[src/rtl/mem_read_ctrl_if.sv]
// Bus bundle between the pipeline memory stage, the read controller and the data memory.
// The master side is the pipeline/memory environment; the slave side is mem_read_ctrl.
interface mem_read_ctrl_if #(
  parameter int WIDTH  = 16,
  parameter int ADDR_W = 16
);
  logic              rd_req;
  logic [ADDR_W-1:0] rd_addr;
  logic              busy;
  logic              mem_en;
  logic [ADDR_W-1:0] mem_addr;
  logic              mem_done;
  logic [WIDTH-1:0]  mem_rd_data;
  logic [WIDTH-1:0]  rd_data;
  logic              rd_valid;
  logic              rd_err;

  modport master (
    output rd_req, rd_addr, mem_done, mem_rd_data,
    input  busy, mem_en, mem_addr, rd_data, rd_valid, rd_err
  );

  modport slave (
    input  rd_req, rd_addr, mem_done, mem_rd_data,
    output busy, mem_en, mem_addr, rd_data, rd_valid, rd_err
  );
endinterface

[src/rtl/mem_read_ctrl.sv]
// Read-side controller: issues one memory read per request, waits for done, captures data or times out.
// Optional macro ALIGN_CHK_EN rejects odd (misaligned) addresses with an rd_err pulse instead of issuing.
module mem_read_ctrl #(
  parameter int WIDTH   = 16,
  parameter int ADDR_W  = 16,
  parameter int TIMEOUT = 15,
  parameter int CNT_W   = 4
) (
  input logic            clk,
  input logic            rst,
  mem_read_ctrl_if.slave bus
);
  typedef enum logic [1:0] {IDLE, ISSUE, WAIT, DONE} state_t;

  localparam logic [CNT_W-1:0] TIMEOUT_CNT = CNT_W'(TIMEOUT);

  state_t           state;
  logic [CNT_W-1:0] wait_cnt;
  logic             misaligned;

  if (TIMEOUT < 1 || TIMEOUT >= (1 << CNT_W)) begin : g_timeout_range
    $error("mem_read_ctrl: TIMEOUT must lie in 1..2**CNT_W-1");
  end

`ifdef ALIGN_CHK_EN
  assign misaligned = bus.rd_addr[0];
`else
  assign misaligned = 1'b0;
`endif

  // Every output is a register; pulse outputs default low and are raised only on the
  // transition that produces them, so valid and err can never coincide.
  always_ff @(posedge clk or negedge rst) begin
    if (!rst) begin
      state        <= IDLE;
      wait_cnt     <= '0;
      bus.busy     <= 1'b0;
      bus.mem_en   <= 1'b0;
      bus.mem_addr <= {ADDR_W{1'b0}};
      bus.rd_data  <= {WIDTH{1'b0}};
      bus.rd_valid <= 1'b0;
      bus.rd_err   <= 1'b0;
    end else begin
      bus.mem_en   <= 1'b0;
      bus.rd_valid <= 1'b0;
      bus.rd_err   <= 1'b0;
      case (state)
        IDLE: begin
          if (bus.rd_req) begin
            if (misaligned) begin
              bus.rd_err <= 1'b1;
            end else begin
              bus.mem_addr <= bus.rd_addr;
              bus.mem_en   <= 1'b1;
              bus.busy     <= 1'b1;
              state        <= ISSUE;
            end
          end
        end
        ISSUE: begin
          wait_cnt <= '0;
          state    <= WAIT;
        end
        // The counter stops once it reaches TIMEOUT because that cycle always leaves WAIT.
        WAIT: begin
          if (bus.mem_done) begin
            bus.rd_data  <= bus.mem_rd_data;
            bus.rd_valid <= 1'b1;
            state        <= DONE;
          end else if (wait_cnt == TIMEOUT_CNT) begin
            bus.rd_err <= 1'b1;
            bus.busy   <= 1'b0;
            state      <= IDLE;
          end else begin
            wait_cnt <= wait_cnt + 1'b1;
          end
        end
        DONE: begin
          bus.busy <= 1'b0;
          state    <= IDLE;
        end
        default: begin
          bus.busy <= 1'b0;
          state    <= IDLE;
        end
      endcase
    end
  end
endmodule

[src/flat_wrapper.sv]
// flat-port wrapper written by rule: the top's interface ports become plain ports
module mem_read_ctrl_flat 
#(
  parameter int WIDTH   = 16,
  parameter int ADDR_W  = 16,
  parameter int TIMEOUT = 15,
  parameter int CNT_W   = 4
)
  (clk, rst, bus_rd_req, bus_rd_addr, bus_mem_done, bus_mem_rd_data, bus_busy, bus_mem_en, bus_mem_addr, bus_rd_data, bus_rd_valid, bus_rd_err);
  mem_read_ctrl_if #(.WIDTH(WIDTH), .ADDR_W(ADDR_W)) bus_i ();
  input logic clk;
  input logic rst;
  input wire logic [$bits(bus_i.rd_req)-1:0] bus_rd_req;
  input wire logic [$bits(bus_i.rd_addr)-1:0] bus_rd_addr;
  input wire logic [$bits(bus_i.mem_done)-1:0] bus_mem_done;
  input wire logic [$bits(bus_i.mem_rd_data)-1:0] bus_mem_rd_data;
  output wire logic [$bits(bus_i.busy)-1:0] bus_busy;
  output wire logic [$bits(bus_i.mem_en)-1:0] bus_mem_en;
  output wire logic [$bits(bus_i.mem_addr)-1:0] bus_mem_addr;
  output wire logic [$bits(bus_i.rd_data)-1:0] bus_rd_data;
  output wire logic [$bits(bus_i.rd_valid)-1:0] bus_rd_valid;
  output wire logic [$bits(bus_i.rd_err)-1:0] bus_rd_err;
  assign bus_i.rd_req = bus_rd_req;
  assign bus_i.rd_addr = bus_rd_addr;
  assign bus_i.mem_done = bus_mem_done;
  assign bus_i.mem_rd_data = bus_mem_rd_data;
  assign bus_busy = bus_i.busy;
  assign bus_mem_en = bus_i.mem_en;
  assign bus_mem_addr = bus_i.mem_addr;
  assign bus_rd_data = bus_i.rd_data;
  assign bus_rd_valid = bus_i.rd_valid;
  assign bus_rd_err = bus_i.rd_err;
  mem_read_ctrl #(.WIDTH(WIDTH), .ADDR_W(ADDR_W), .TIMEOUT(TIMEOUT), .CNT_W(CNT_W)) u_core (.clk(clk), .rst(rst), .bus(bus_i));
endmodule
[config.mk]
export PLATFORM = sky130hd
export DESIGN_NAME = mem_read_ctrl_flat
export DESIGN_NICKNAME = d
export VERILOG_FILES = /design/src/rtl/mem_read_ctrl_if.sv /design/src/rtl/mem_read_ctrl.sv /design/src/flat_wrapper.sv
export SDC_FILE = /design/constraint.sdc
export NUM_CORES = 1
export LEC_CHECK = 0
export ABC_AREA = 1
export CAP_MARGIN = 20
export CORE_UTILIZATION = 40
export CTS_BUF_LIST = sky130_fd_sc_hd__clkbuf_8 sky130_fd_sc_hd__clkbuf_16
export DETAILED_ROUTE_END_ITERATION = 10
export PLACE_DENSITY = 0.85
export SKIP_CTS_REPAIR_TIMING = 1
export SLEW_MARGIN = 40
export SYNTH_ARGS = -nofsm -noshare
export SYNTH_HDL_FRONTEND = slang
export SYNTH_SLANG_ARGS = --single-unit
[constraint.sdc]
create_clock -name clk -period 2.67 [get_ports clk]
set_input_delay 0.267 -clock clk [delete_from_list [all_inputs] [get_ports clk]]
set_output_delay 0.267 -clock clk [all_outputs]
set_load 0.1 [all_outputs]
==> impl_metrics.py <==
metrics = {
    "layout": {
        "final_net_count": 322,
        "design_area_mm2": 0.002574,
        "drive_above_1_share": 0.1857,
        "diodes": 0,
        "final_common_cell": "nand2_1",
        "final_cell_mix": "117 x nand2_1, 42 x dfrtp_1, 37 x buf_4",
        "syn_to_final_growth_pct": 42.85,
        "regArea_mm2": 0.001051,
        "nFillCells": 391,
        "multi_input_area_um2": 680.7,
    },
    "critical_path": {
        "cp.depth": 6,
        "cp_cell_sequence": "inv_1 -> ha_1 -> nand2_4 -> inv_4 -> nor2_1 -> o21ai_1",
        "crit_slowest_cell": "dfrtp_1",
        "path_delay_family": "flip-flops",
        "r2r_start": "u_core.state[0]$_DFFE_PN0P_",
        "critPathMaxFanout": 18,
        "startpoint_type": "flop",
        "r2r_end": "u_core.state[0]$_DFFE_PN0P_",
        "cp-end-kind": "flop",
        "slowest_delay_ns": 0.44,
        "arrival_ns": 1.79,
        "ff2ff_path_depth": 6,
        "reg2reg_setup_slack_ns": 1.10,
        "critPathKind": "flop to flop",
        "critPathRequiredTime_ns": 2.89,
        "worst-path-buf-inv": 2,
    },
    "clock_tree": {
        "clock_latency_ns": 0.30,
        "htree_levels": 2,
        "cts-root-buf": "clkbuf_8",
        "cts_tree": "done",
        "cts.sinks": 42,
        "clk_pin_slew_worst_paths_ns": 0.09,
        "clk_path_buf_depth": 2,
        "cts_buffers": 5,
    },
    "sta": {
        "fmax_mhz": 638.1,
        "fin_skew_ns": 0.01284,
        "tightest_slew_ns": 0.5229,
        "finalHoldViolCount": 0,
        "fin_crit_sh": 0.5869,
        "rsz0062_at_grt": "no",
        "finalSetupViolCount": 0,
        "post-route-min-period_ns": 1.567,
        "hold_slack_ns": 0.4813,
        "setup_tns_ns": 0,
        "slew_violations": 0,
        "max-slew-margin-rel": 0.6514,
    },
    "die": {
        "die_w_um": 69.12,
        "initial_core_util": 0.4138,
        "num_rows": 24,
        "die_area_mm2": 0.004777,
        "core-area_mm2": 0.004354,
        "die_h_um": 69.12,
        "pin_count": 72,
    },
    "run_status": {
        "status": "finished, final reports clean",
    },
    "detailed_routing": {
        "drt-total-wl_um": 3781,
        "drc": 0,
        "dr.pass1.iters": 4,
        "ant_nets": 0,
        "drtIter0Drc": 74,
        "viasPerCell": 4.648,
        "routedWlPerCell_um": 11.39,
        "vias": 1543,
    },
    "logic_synthesis": {
        "synth.distinct_cells": 21,
        "synthesis.area_mm2": 0.001802,
        "ys_ff_latch": 42,
        "ys_warn_count": 0,
        "ys_seq_area_frac": 0.5833,
        "syn-mean-instance-area_um2": 8.789,
        "syn_nets": 248,
        "synth_cells": 205,
    },
    "grt": {
        "gr-total-overflow": 0,
        "grt_use_total": 0.1773,
        "grt_max_degree": 43,
        "first_global_vias": 1547,
        "grt_first_pass_wirelength_um": 6748,
        "antenna_found_initial": 0,
    },
    "flow_run": {
        "drv_cap": 0,
    },
    "hold_path": {
        "hold_class": "primary input to asynchronous set/reset pin",
    },
    "placement": {
        "hpwl_um": 2727,
        "io_buffers": 71,
        "place_area_mm2": 0.002451,
        "gp_congestion": 0.8084,
    },
}
-- cells by family (layout without fill, tap and decap cells) --
kind of cell,Yosys count,in the layout,share of synthesized area
AND/OR/NAND/NOR,135,135,0.3063
adder cells (fa/ha/maj),7,7,0.04861
flip-flops,42,42,0.5833
AO/OA/AOI/OAI,6,6,0.01805
buffers and inverters,14,89,0.03889
XOR/XNOR,1,1,0.004862
-- area by class of cell --
class | instances | area share
sequential | 42 | 0.4084
clock inverter | 3 | 0.01702
tap | 52 | 0.02528
multi-input combinational | 149 | 0.2645
clock buffer | 5 | 0.02674
inverter | 9 | 0.01410
timing repair buffer | 72 | 0.2440
-- state kept, by name, summed over array words and instances (netlist names) --
register,cells
u_core.bus.rd_valid,1
u_core.state,2
u_core.bus.rd_err,1
u_core.bus.mem_en,1
u_core.bus.busy,1
u_core.bus.mem_addr,16
u_core.wait_cnt,4
u_core.bus.rd_data,16
-- stage by stage --
stage,worst slack [ns],util,cells
final,1.103,0.5911,332
after global routing,0.9390,0.5911,332
after CTS,1.056,0.5888,331
after detailed placement,1.079,0.5629,323
after global placement,1.134,0.5624,323
after floorplan,1.314,-,205
-- synth_stat cells --
cell,number,share of area
nand4_1,3,0.010
buf_6,1,0.0062
or2_2,2,0.0069
ha_1,7,0.049
inv_1,7,0.015
nand2_4,1,0.0062
o21ai_1,4,0.011
nor2_1,4,0.0083
buf_2,3,0.0083
buf_4,1,0.0042
xor2_1,1,0.0049
or2_1,1,0.0035
inv_2,1,0.0021
o21ai_0,1,0.0028
nand2_2,1,0.0035
nand2_1,117,0.24
nand3_4,1,0.0097
nand3_1,5,0.014
dfrtp_1,42,0.58
o21a_1,1,0.0042
inv_4,1,0.0035
-- per-layer routing --
layer	global-route usage	vias up	routed length (um)
met4	0.07710	0	64
met1	0.2118	718	1628
met2	0.2891	46	1875
met5	0	-	0
li1	-	772	-
met3	0.06140	7	212
-- worst max path at each step --
stage	from	to	slack, ns
final	u_core.state[0]$_DFFE_PN0P_	u_core.state[0]$_DFFE_PN0P_	1.10
after global routing	u_core.state[0]$_DFFE_PN0P_	u_core.state[0]$_DFFE_PN0P_	0.94
after CTS	u_core.state[0]$_DFFE_PN0P_	u_core.state[0]$_DFFE_PN0P_	1.06
after detailed placement	u_core.state[0]$_DFFE_PN0P_	u_core.state[0]$_DFFE_PN0P_	1.08
after global placement	u_core.state[0]$_DFFE_PN0P_	u_core.state[0]$_DFFE_PN0P_	1.13
after floorplan	u_core.state[0]$_DFFE_PN0P_	u_core.wait_cnt[3]$_DFFE_PN0P_	1.31
Power is left out: the tool's default activity adds up to more than one toggle a clock period on the data nets, which glitch-free logic cannot reach.
